## src/rtl/sleep_pkg.sv

```systemverilog
// sleep_pkg: shared state encodings and default tick constants for the sleep controller.
package sleep_pkg;
  typedef enum logic [1:0] {
    ST_AWAKE  = 2'd0,
    ST_DROWSY = 2'd1,
    ST_ASLEEP = 2'd2,
    ST_WAKING = 2'd3
  } state_t;
  localparam int DEF_CNT_W            = 8;
  localparam int DEF_DROWSY_TICKS     = 4;
  localparam int DEF_DEEP_AFTER_TICKS = 8;
  localparam int DEF_MIN_SLEEP_TICKS  = 16;
  localparam int DEF_WAKING_TICKS     = 2;
endpackage

```

## src/rtl/sleep_cycle_controller_if.sv

```systemverilog
// sleep_cycle_controller_if: request inputs and sleep status outputs of the controller.
interface sleep_cycle_controller_if
  import sleep_pkg::*;
#(
  parameter int CNT_W = DEF_CNT_W
);
  logic             tick;
  logic             sleep_in_signal;
  logic             wake_up_signal;
  logic             vital_energy_zero;
  logic             urgent_wake;
  state_t           state;
  logic             is_asleep;
  logic             is_drowsy;
  logic             deep_sleep;
  logic             restore_pulse;
  logic [CNT_W-1:0] last_sleep_ticks;
  modport master (
    output tick, sleep_in_signal, wake_up_signal, vital_energy_zero, urgent_wake,
    input  state, is_asleep, is_drowsy, deep_sleep, restore_pulse, last_sleep_ticks
  );
  modport slave (
    input  tick, sleep_in_signal, wake_up_signal, vital_energy_zero, urgent_wake,
    output state, is_asleep, is_drowsy, deep_sleep, restore_pulse, last_sleep_ticks
  );
endinterface

```

## src/rtl/sleep_tick_counter.sv

```systemverilog
// sleep_tick_counter: saturating in-state tick counter with clear and enable.
module sleep_tick_counter #(
  parameter int CNT_W = 8
) (
  input  logic             clk,
  input  logic             rst,
  input  logic             clr,
  input  logic             en,
  output logic [CNT_W-1:0] q
);
  always_ff @(posedge clk or posedge rst)
    if (rst) q <= '0;
    else if (clr) q <= '0;
    else if (en && ~&q) q <= q + 1'b1;
endmodule

```

## src/rtl/sleep_cycle_controller.sv

```systemverilog
// sleep_cycle_controller: tick-paced AWAKE/DROWSY/ASLEEP/WAKING sequencer with sleep-depth tracking.
module sleep_cycle_controller
  import sleep_pkg::*;
#(
  parameter int CNT_W            = DEF_CNT_W,
  parameter int DROWSY_TICKS     = DEF_DROWSY_TICKS,
  parameter int DEEP_AFTER_TICKS = DEF_DEEP_AFTER_TICKS,
  parameter int MIN_SLEEP_TICKS  = DEF_MIN_SLEEP_TICKS,
  parameter int WAKING_TICKS     = DEF_WAKING_TICKS
) (
  input logic clk,
  input logic rst,
  sleep_cycle_controller_if.slave bus
);
  state_t           state, nxt;
  logic [CNT_W-1:0] cnt, last;
  logic             chg, deep, pulse;
  assign chg  = nxt != state;
  assign deep = state == ST_ASLEEP && cnt >= CNT_W'(DEEP_AFTER_TICKS);
  sleep_tick_counter #(.CNT_W(CNT_W)) u_cnt (
    .clk(clk),
    .rst(rst),
    .clr(chg),
    .en (bus.tick),
    .q  (cnt)
  );
  // Collapse outranks sleep_in; urgent and normal wake merge into one WAKING entry.
  always_comb begin
    nxt = state;
    if (bus.tick)
      case (state)
        ST_AWAKE:  nxt = bus.vital_energy_zero ? ST_ASLEEP : bus.sleep_in_signal ? ST_DROWSY : ST_AWAKE;
        ST_DROWSY: nxt = bus.vital_energy_zero ? ST_ASLEEP : !bus.sleep_in_signal ? ST_AWAKE :
                         cnt == CNT_W'(DROWSY_TICKS - 1) ? ST_ASLEEP : ST_DROWSY;
        ST_ASLEEP: nxt = (bus.urgent_wake || (bus.wake_up_signal && cnt >= CNT_W'(MIN_SLEEP_TICKS))) ?
                         ST_WAKING : ST_ASLEEP;
        ST_WAKING: nxt = cnt == CNT_W'(WAKING_TICKS - 1) ? ST_AWAKE : ST_WAKING;
        default:   nxt = ST_AWAKE;
      endcase
  end
  always_ff @(posedge clk or posedge rst)
    if (rst) begin
      state <= ST_AWAKE;
      last  <= '0;
      pulse <= 1'b0;
    end else begin
      state <= nxt;
      pulse <= bus.tick && deep;
      if (chg && state == ST_ASLEEP) last <= ~&cnt ? cnt + 1'b1 : cnt;
    end
  assign bus.state            = state;
  assign bus.is_asleep        = state == ST_ASLEEP || state == ST_WAKING;
  assign bus.is_drowsy        = state == ST_DROWSY;
  assign bus.deep_sleep       = deep;
  assign bus.restore_pulse    = pulse;
  assign bus.last_sleep_ticks = last;
endmodule

```

## src/flat_wrapper.sv

```systemverilog
// flat-port wrapper written by rule: the top's interface ports become plain ports
module sleep_cycle_controller_flat import sleep_pkg::*;
#(
  parameter int CNT_W            = DEF_CNT_W,
  parameter int DROWSY_TICKS     = DEF_DROWSY_TICKS,
  parameter int DEEP_AFTER_TICKS = DEF_DEEP_AFTER_TICKS,
  parameter int MIN_SLEEP_TICKS  = DEF_MIN_SLEEP_TICKS,
  parameter int WAKING_TICKS     = DEF_WAKING_TICKS
)
  (clk, rst, bus_tick, bus_sleep_in_signal, bus_wake_up_signal, bus_vital_energy_zero, bus_urgent_wake, bus_state, bus_is_asleep, bus_is_drowsy, bus_deep_sleep, bus_restore_pulse, bus_last_sleep_ticks);
  sleep_cycle_controller_if #(.CNT_W(CNT_W)) bus_i ();
  input logic clk;
  input logic rst;
  input wire logic [$bits(bus_i.tick)-1:0] bus_tick;
  input wire logic [$bits(bus_i.sleep_in_signal)-1:0] bus_sleep_in_signal;
  input wire logic [$bits(bus_i.wake_up_signal)-1:0] bus_wake_up_signal;
  input wire logic [$bits(bus_i.vital_energy_zero)-1:0] bus_vital_energy_zero;
  input wire logic [$bits(bus_i.urgent_wake)-1:0] bus_urgent_wake;
  output wire logic [$bits(bus_i.state)-1:0] bus_state;
  output wire logic [$bits(bus_i.is_asleep)-1:0] bus_is_asleep;
  output wire logic [$bits(bus_i.is_drowsy)-1:0] bus_is_drowsy;
  output wire logic [$bits(bus_i.deep_sleep)-1:0] bus_deep_sleep;
  output wire logic [$bits(bus_i.restore_pulse)-1:0] bus_restore_pulse;
  output wire logic [$bits(bus_i.last_sleep_ticks)-1:0] bus_last_sleep_ticks;
  assign bus_i.tick = bus_tick;
  assign bus_i.sleep_in_signal = bus_sleep_in_signal;
  assign bus_i.wake_up_signal = bus_wake_up_signal;
  assign bus_i.vital_energy_zero = bus_vital_energy_zero;
  assign bus_i.urgent_wake = bus_urgent_wake;
  assign bus_state = bus_i.state;
  assign bus_is_asleep = bus_i.is_asleep;
  assign bus_is_drowsy = bus_i.is_drowsy;
  assign bus_deep_sleep = bus_i.deep_sleep;
  assign bus_restore_pulse = bus_i.restore_pulse;
  assign bus_last_sleep_ticks = bus_i.last_sleep_ticks;
  sleep_cycle_controller #(.CNT_W(CNT_W), .DROWSY_TICKS(DROWSY_TICKS), .DEEP_AFTER_TICKS(DEEP_AFTER_TICKS), .MIN_SLEEP_TICKS(MIN_SLEEP_TICKS), .WAKING_TICKS(WAKING_TICKS)) u_core (.clk(clk), .rst(rst), .bus(bus_i));
endmodule
```

## config.mk

```make
export PLATFORM = sky130hd
export DESIGN_NAME = sleep_cycle_controller_flat
export DESIGN_NICKNAME = d
export VERILOG_FILES = /design/src/rtl/sleep_pkg.sv /design/src/rtl/sleep_cycle_controller_if.sv /design/src/rtl/sleep_tick_counter.sv /design/src/rtl/sleep_cycle_controller.sv /design/src/flat_wrapper.sv
export SDC_FILE = /design/constraint.sdc
export NUM_CORES = 1
export LEC_CHECK = 0
export BUFFER_PORTS_ARGS = -buffer_cell sky130_fd_sc_hd__buf_4
export CAP_MARGIN = 30
export CORE_UTILIZATION = 44
export CTS_BUF_LIST = sky130_fd_sc_hd__clkbuf_2 sky130_fd_sc_hd__clkbuf_4 sky130_fd_sc_hd__clkbuf_8
export CTS_CLUSTER_SIZE = 28
export DETAILED_ROUTE_END_ITERATION = 12
export SYNTH_ARGS = -nofsm -noshare
export SYNTH_HDL_FRONTEND = slang
export SYNTH_SLANG_ARGS = --single-unit
export TNS_END_PERCENT = 5
```

## constraint.sdc

```tcl
create_clock -name clk -period 4 [get_ports clk]
set_input_delay 1.2 -clock clk [delete_from_list [all_inputs] [get_ports clk]]
set_output_delay 1.2 -clock clk [all_outputs]
set_load 0.005 [all_outputs]
```

# Word level (Yosys, flattened, before mapping)
# Index checks and enable logic that the tools add are counted.
# totals
register_bits	19
latchBits	0
mem_bits_rw	0
romBits	0
inputBits	7
output_inout_bits	14
word_cells	36
n_memories	0
# op_classes
n_addsub	1
n_mul	0
n_div	0
magnitude_cmp	2
eq_ne	6
n_shift	0
muxes	12
n_bitwise	0
n_reduce_logical	11
# op_table
cell	count
2-to-1 mux 8 bit	3
2-to-1 mux 2 bit	6
adder 8 x 1 -> 8 bit, second input constant	1
equality test 8 x 1 -> 1 bit, second input constant	1
equality test 8 x 2 -> 1 bit, second input constant	1
>= comparator 8 x 4 -> 1 bit, second input constant	1
>= comparator 8 x 5 -> 1 bit, second input constant	1
one-hot mux 2 bit (4 select lines)	1
AND reduction 8 bit	1
logical AND 1 bit	5
equality test 2 bit, second input constant	2
equality test 2 x 1 -> 1 bit, second input constant	1
zero test 2 bit	1
logical OR 1 bit	2
2-to-1 mux 1 bit	2
!= test 2 bit	1
nonzero test 2 bit	1
zero test 1 bit	1

# Logic depth before layout (Yosys ltp)
# depth
depth_word	8
depth_mapped	6
mapped_depth_nobuf	6

# By module
# Synthesis repeated with hierarchy kept, for this count alone.
# hier_totals
cells_unflattened	130
hier_area_um2	1217.4
# by_module_without_submodules
mod	n_inst	cells_each	area_each_um2	seq_area_each_um2
sleep_cycle_controller	1	86	779.5	275.3
sleep_tick_counter	1	44	437.9	200.2

# Least setup slack after synthesis
# OpenSTA, ideal clock, no wires.
# synth_timing
path_type	reg-to-output
start	register u_core.u_cnt.q[7]
end	output port bus_deep_sleep
arrival_time_ps	1137
t_required_ps	2800
slack_ps	1663
stages_incl_launch_ff	5
path_buffers	1
path_cell_list	dfrtp_1 > buf_6 > or4_4 > nor2_1 > nor3b_1
# synth_via
elab_chain_len	2
# synth_lines
item	line_no	rtl
from (decl)	sleep_tick_counter.sv:9	output logic [CNT_W-1:0] q
from (signal assigned)	sleep_tick_counter.sv:14	else if (en && ~&q) q <= q + 1'b1;
>= comparator 8 x 4 -> 1 bit	sleep_cycle_controller.sv:19	assign deep = state == ST_ASLEEP && cnt >= CNT_W'(DEEP_AFTER_TICKS);
logical AND 1 bit	sleep_cycle_controller.sv:19	
to (decl)	flat_wrapper.sv:22	output wire logic [$bits(bus_i.deep_sleep)-1:0] bus_deep_sleep;
# No other way between the ends.

# Worst setup path in the final report
# layout_timing
start	register u_core.u_cnt.q[6]
end	output port bus_deep_sleep
# The elaborated chain is that of the path after synthesis.

==> results.py <==
metrics = {
    "sta": {
        "final_hold_viol_count": 0,
        "tightest_slew_ns": 0.7127,
        "final-setup-viol-count": 0,
        "relSlewSlack": 0.5243,
        "maxSlewViolCount": 0,
        "rsz0062_at_grt": "no",
        "fin_skew_ns": 0.006705,
        "period_share": 0.7263,
        "min_period_ns": 2.905,
        "setup_tns_ns": 0,
        "holdWs_ns": 0.4947,
        "fmax_ghz": 0.3442,
    },
    "pwr": {
        "ir_drop_uv": 322.6,
        "pwr-share-seq": 0.433,
        "clock_power_share": 0.141,
        "leakage_nw": 0.6352,
        "share_comb_of_total_power": 0.426,
        "pwr_density_cell_nw_per_um2": 525.3,
        "internal_power_mw": 0.4500,
        "switching_power_mw": 0.2868,
        "p_sw_frac": 0.3892,
    },
    "detailed_routing": {
        "ant_nets": 0,
        "drt-initial-drc-count": 9,
        "via_per_inst": 5.588,
        "drc": 0,
        "avgRoutedWirePerCell_um": 15.05,
        "drt_wl_total_um": 2663,
        "drtPass1Iterations": 4,
        "vias": 989,
    },
    "synth": {
        "muxShareOfSynthArea": 0.04053,
        "netlist_instances": 132,
        "seq_area_frac_synth": 0.3850,
        "synth_compound_area_frac": 0.1783,
        "synthDistinctLibCells": 42,
        "yosys.area_share.simple": 0.2553,
        "avgSynthCellArea_um2": 9.356,
        "synth_top_area_share": 0.3850,
        "synthFlopType": "dfrtp_1",
        "synth_enable_flop_cells": 0,
        "synthAdderAreaFrac": 0.03040,
        "synth_top_family_by_area": "simple AND/OR/NAND/NOR gates",
        "synth_seq_cells": 19,
        "synth_area_leaders": "dfrtp_1 (39%), mux2i_1 (4.1%), nand2_1 (3.3%)",
        "synth.largest_area_cell": "dfrtp_1",
        "syn_area_um2": 1235,
        "syn_nets": 142,
        "yosysWarnings": 0,
        "synth-xor-area-share": 0.05674,
        "synth-async-reset-ratio": 1.000,
    },
    "grt": {
        "antenna_found_initial": 0,
        "overflow": 0,
        "grt_usage": 0.2138,
        "grt_pass1_wl_um": 4547,
        "grt_pass1_vias": 958,
        "grt_max_degree": 20,
    },
    "cells_and_area": {
        "fin_nets": 158,
        "antenna_cells": 0,
        "drive_gt1_frac": 0.2109,
        "stdcell_area_um2": 1403,
        "syn_to_final_growth_pct": 13.58,
    },
    "critical_path": {
        "worstSetupEndpointType": "output pin",
        "critPathLaunchType": "flip-flop",
        "critPathMaxStageDelay_ns": 0.57,
        "cp_top_family": "simple AND/OR/NAND/NOR gates",
        "path_cells": "or4_4, nor2_1, nor3b_1, buf_4",
        "worstPathMaxFanout": 8,
        "cp.required_ns": 2.80,
        "reg2reg_slack_ns": 1.92,
        "cpMaxStageDelayCell": "or4_4",
        "critical_path_class": "reg2out",
        "worstPathArrival_ns": 1.71,
        "path_buf_inv": 1,
    },
    "floorplanning": {
        "die_x_um": 54.98,
        "rows": 18,
        "die_h_um": 54.98,
        "die-area_um2": 3023,
        "start_util": 0.4810,
        "core_um2": 2567,
        "ios": 21,
    },
    "clocking": {
        "clk_pin_slew_worst_paths_ns": 0.12,
        "post_cts.repair.setup_buffers": 0,
        "htreeDepth": 1,
        "clockBufferDepth": 2,
        "clk_latency_ns": 0.31,
        "holdBufCountCts": 0,
        "root_buffer": "clkbuf_4",
        "ctsResizeCount": 0,
        "numCtsBuffers": 3,
        "cts.sinks": 19,
        "tritoncts": "done",
    },
    "run_status": {
        "status": "complete, no violations",
    },
    "placed_design": {
        "gp_congestion": 0.8850,
        "hpwl_um": 1891,
        "placedInstanceArea_um2": 1375,
        "portBuffers": 20,
    },
    "hold_path": {
        "hp-class": "reg2reg",
    },
    "run": {
        "cap_violations": 0,
    },
}
## cell type report
type                       count  area [um2]
clock buffer                   3       22.52
clock inverter                 1       5.005
fill                         235        1165
inverter                       5       18.77
multi-input combinational     99       693.2
sequential                    19       475.5
tap                           30       37.54
timing repair buffer          20       150.1
## worst register-to-register path: cells and delay by family (launching register included)
family                   cells  cell delay (ns)
adder cells (fa/ha/maj)      1             0.40
flip-flops                   1             0.45
AND/OR/NAND/NOR              1             0.34
AO/OA/AOI/OAI                3             0.81
## final timing paths
path	startpoint	cells after the start	end
worst max-delay path	u_core.u_cnt.q[6]$_DFFE_PP0P_	4	bus_deep_sleep
worst min-delay path	u_core.bus.last_sleep_ticks[0]$_DFFE_PP0P_	2	u_core.bus.last_sleep_ticks[0]$_DFFE_PP0P_
worst max register to register	u_core.u_cnt.q[1]$_DFFE_PP0P_	5	u_core.u_cnt.q[5]$_DFFE_PP0P_
worst min register to register	u_core.bus.last_sleep_ticks[0]$_DFFE_PP0P_	2	u_core.bus.last_sleep_ticks[0]$_DFFE_PP0P_
max in group asynchronous	rst	2	u_core.u_cnt.q[0]$_DFFE_PP0P_
min in group asynchronous	rst	2	u_core.bus.last_sleep_ticks[2]$_DFFE_PP0P_
## power groups by stage
| stage | clock network, mW | registers, mW | logic, mW |
|---|---|---|---|
| 2_1_floorplan | 0 | 0.290 | 0.233 |
| 3_3_place_gp | 0 | 0.322 | 0.313 |
| 3_5_place_dp | 0 | 0.324 | 0.317 |
| 4_1_cts | 0.105 | 0.320 | 0.318 |
| 5_1_grt | 0.112 | 0.333 | 0.357 |
| 6_report | 0.104 | 0.319 | 0.314 |
## metrics by stage
step                      utilization  instances  power (mW)  setup slack, ns
after floorplan                     -        132      0.5224            1.663
after global placement         0.5356        173      0.6350            1.469
after detailed placement       0.5356        173      0.6406            1.444
after CTS                      0.5463        177      0.7431            1.090
after global routing           0.5463        177      0.8016            1.000
final                          0.5463        177      0.7368            1.095
## routing by layer
metal | global-route usage | vias to the layer above | wire, um
met5 | 0 | - | 0
met4 | 0.09583 | 0 | 14
met3 | 0.03552 | 2 | 96
met2 | 0.3353 | 22 | 1280
met1 | 0.2857 | 465 | 1272
li1 | - | 500 | -
## flip-flops by register name, summed over array words and instances, names as in the netlist
| name | flops |
|---|---|
| u_core.bus.restore_pulse | 1 |
| u_core.u_cnt.q | 8 |
| u_core.bus.state | 2 |
| u_core.bus.last_sleep_ticks | 8 |
## Yosys cell counts (2+ instances only)
cell type and count:
and2_1 3, o211ai_1 2, dfrtp_1 19, o21ai_0 5, inv_1 5, xor2_1 4
mux2i_1 5, clkbuf_1 3, nand3_1 3, buf_2 5, a211oi_1 2, nor3_1 6
o21ai_1 2, ha_1 3, nand4_1 4, nor2_1 10, nand2_1 11, and3_1 4
a31oi_1 3, xnor2_1 4, a21oi_1 6, nor3b_1 2, o41a_1 2
## placed cells by master, fill, tap and decap left out, types with 4 or more instances in the layout
| master | netlist | final |
|---|---|---|
| xnor2_1 | 4 | 4 |
| dfrtp_1 | 19 | 19 |
| xor2_1 | 4 | 4 |
| o21ai_0 | 5 | 5 |
| buf_4 | 0 | 20 |
| nand4_1 | 4 | 4 |
| nor3_1 | 6 | 6 |
| and3_1 | 4 | 4 |
| mux2i_1 | 5 | 5 |
| nor2_1 | 10 | 10 |
| a21oi_1 | 6 | 6 |
| inv_1 | 5 | 5 |
| nand2_1 | 11 | 11 |
## logic make-up after synthesis
logic type      count (synthesis)
buf+inv                        14
flops                          19
fa+ha+maj                       3
compound gates                 29
mux                             5
simple gates                   54
xor+xnor                        8
No activity file was read; power rests on OpenSTA's default activity.
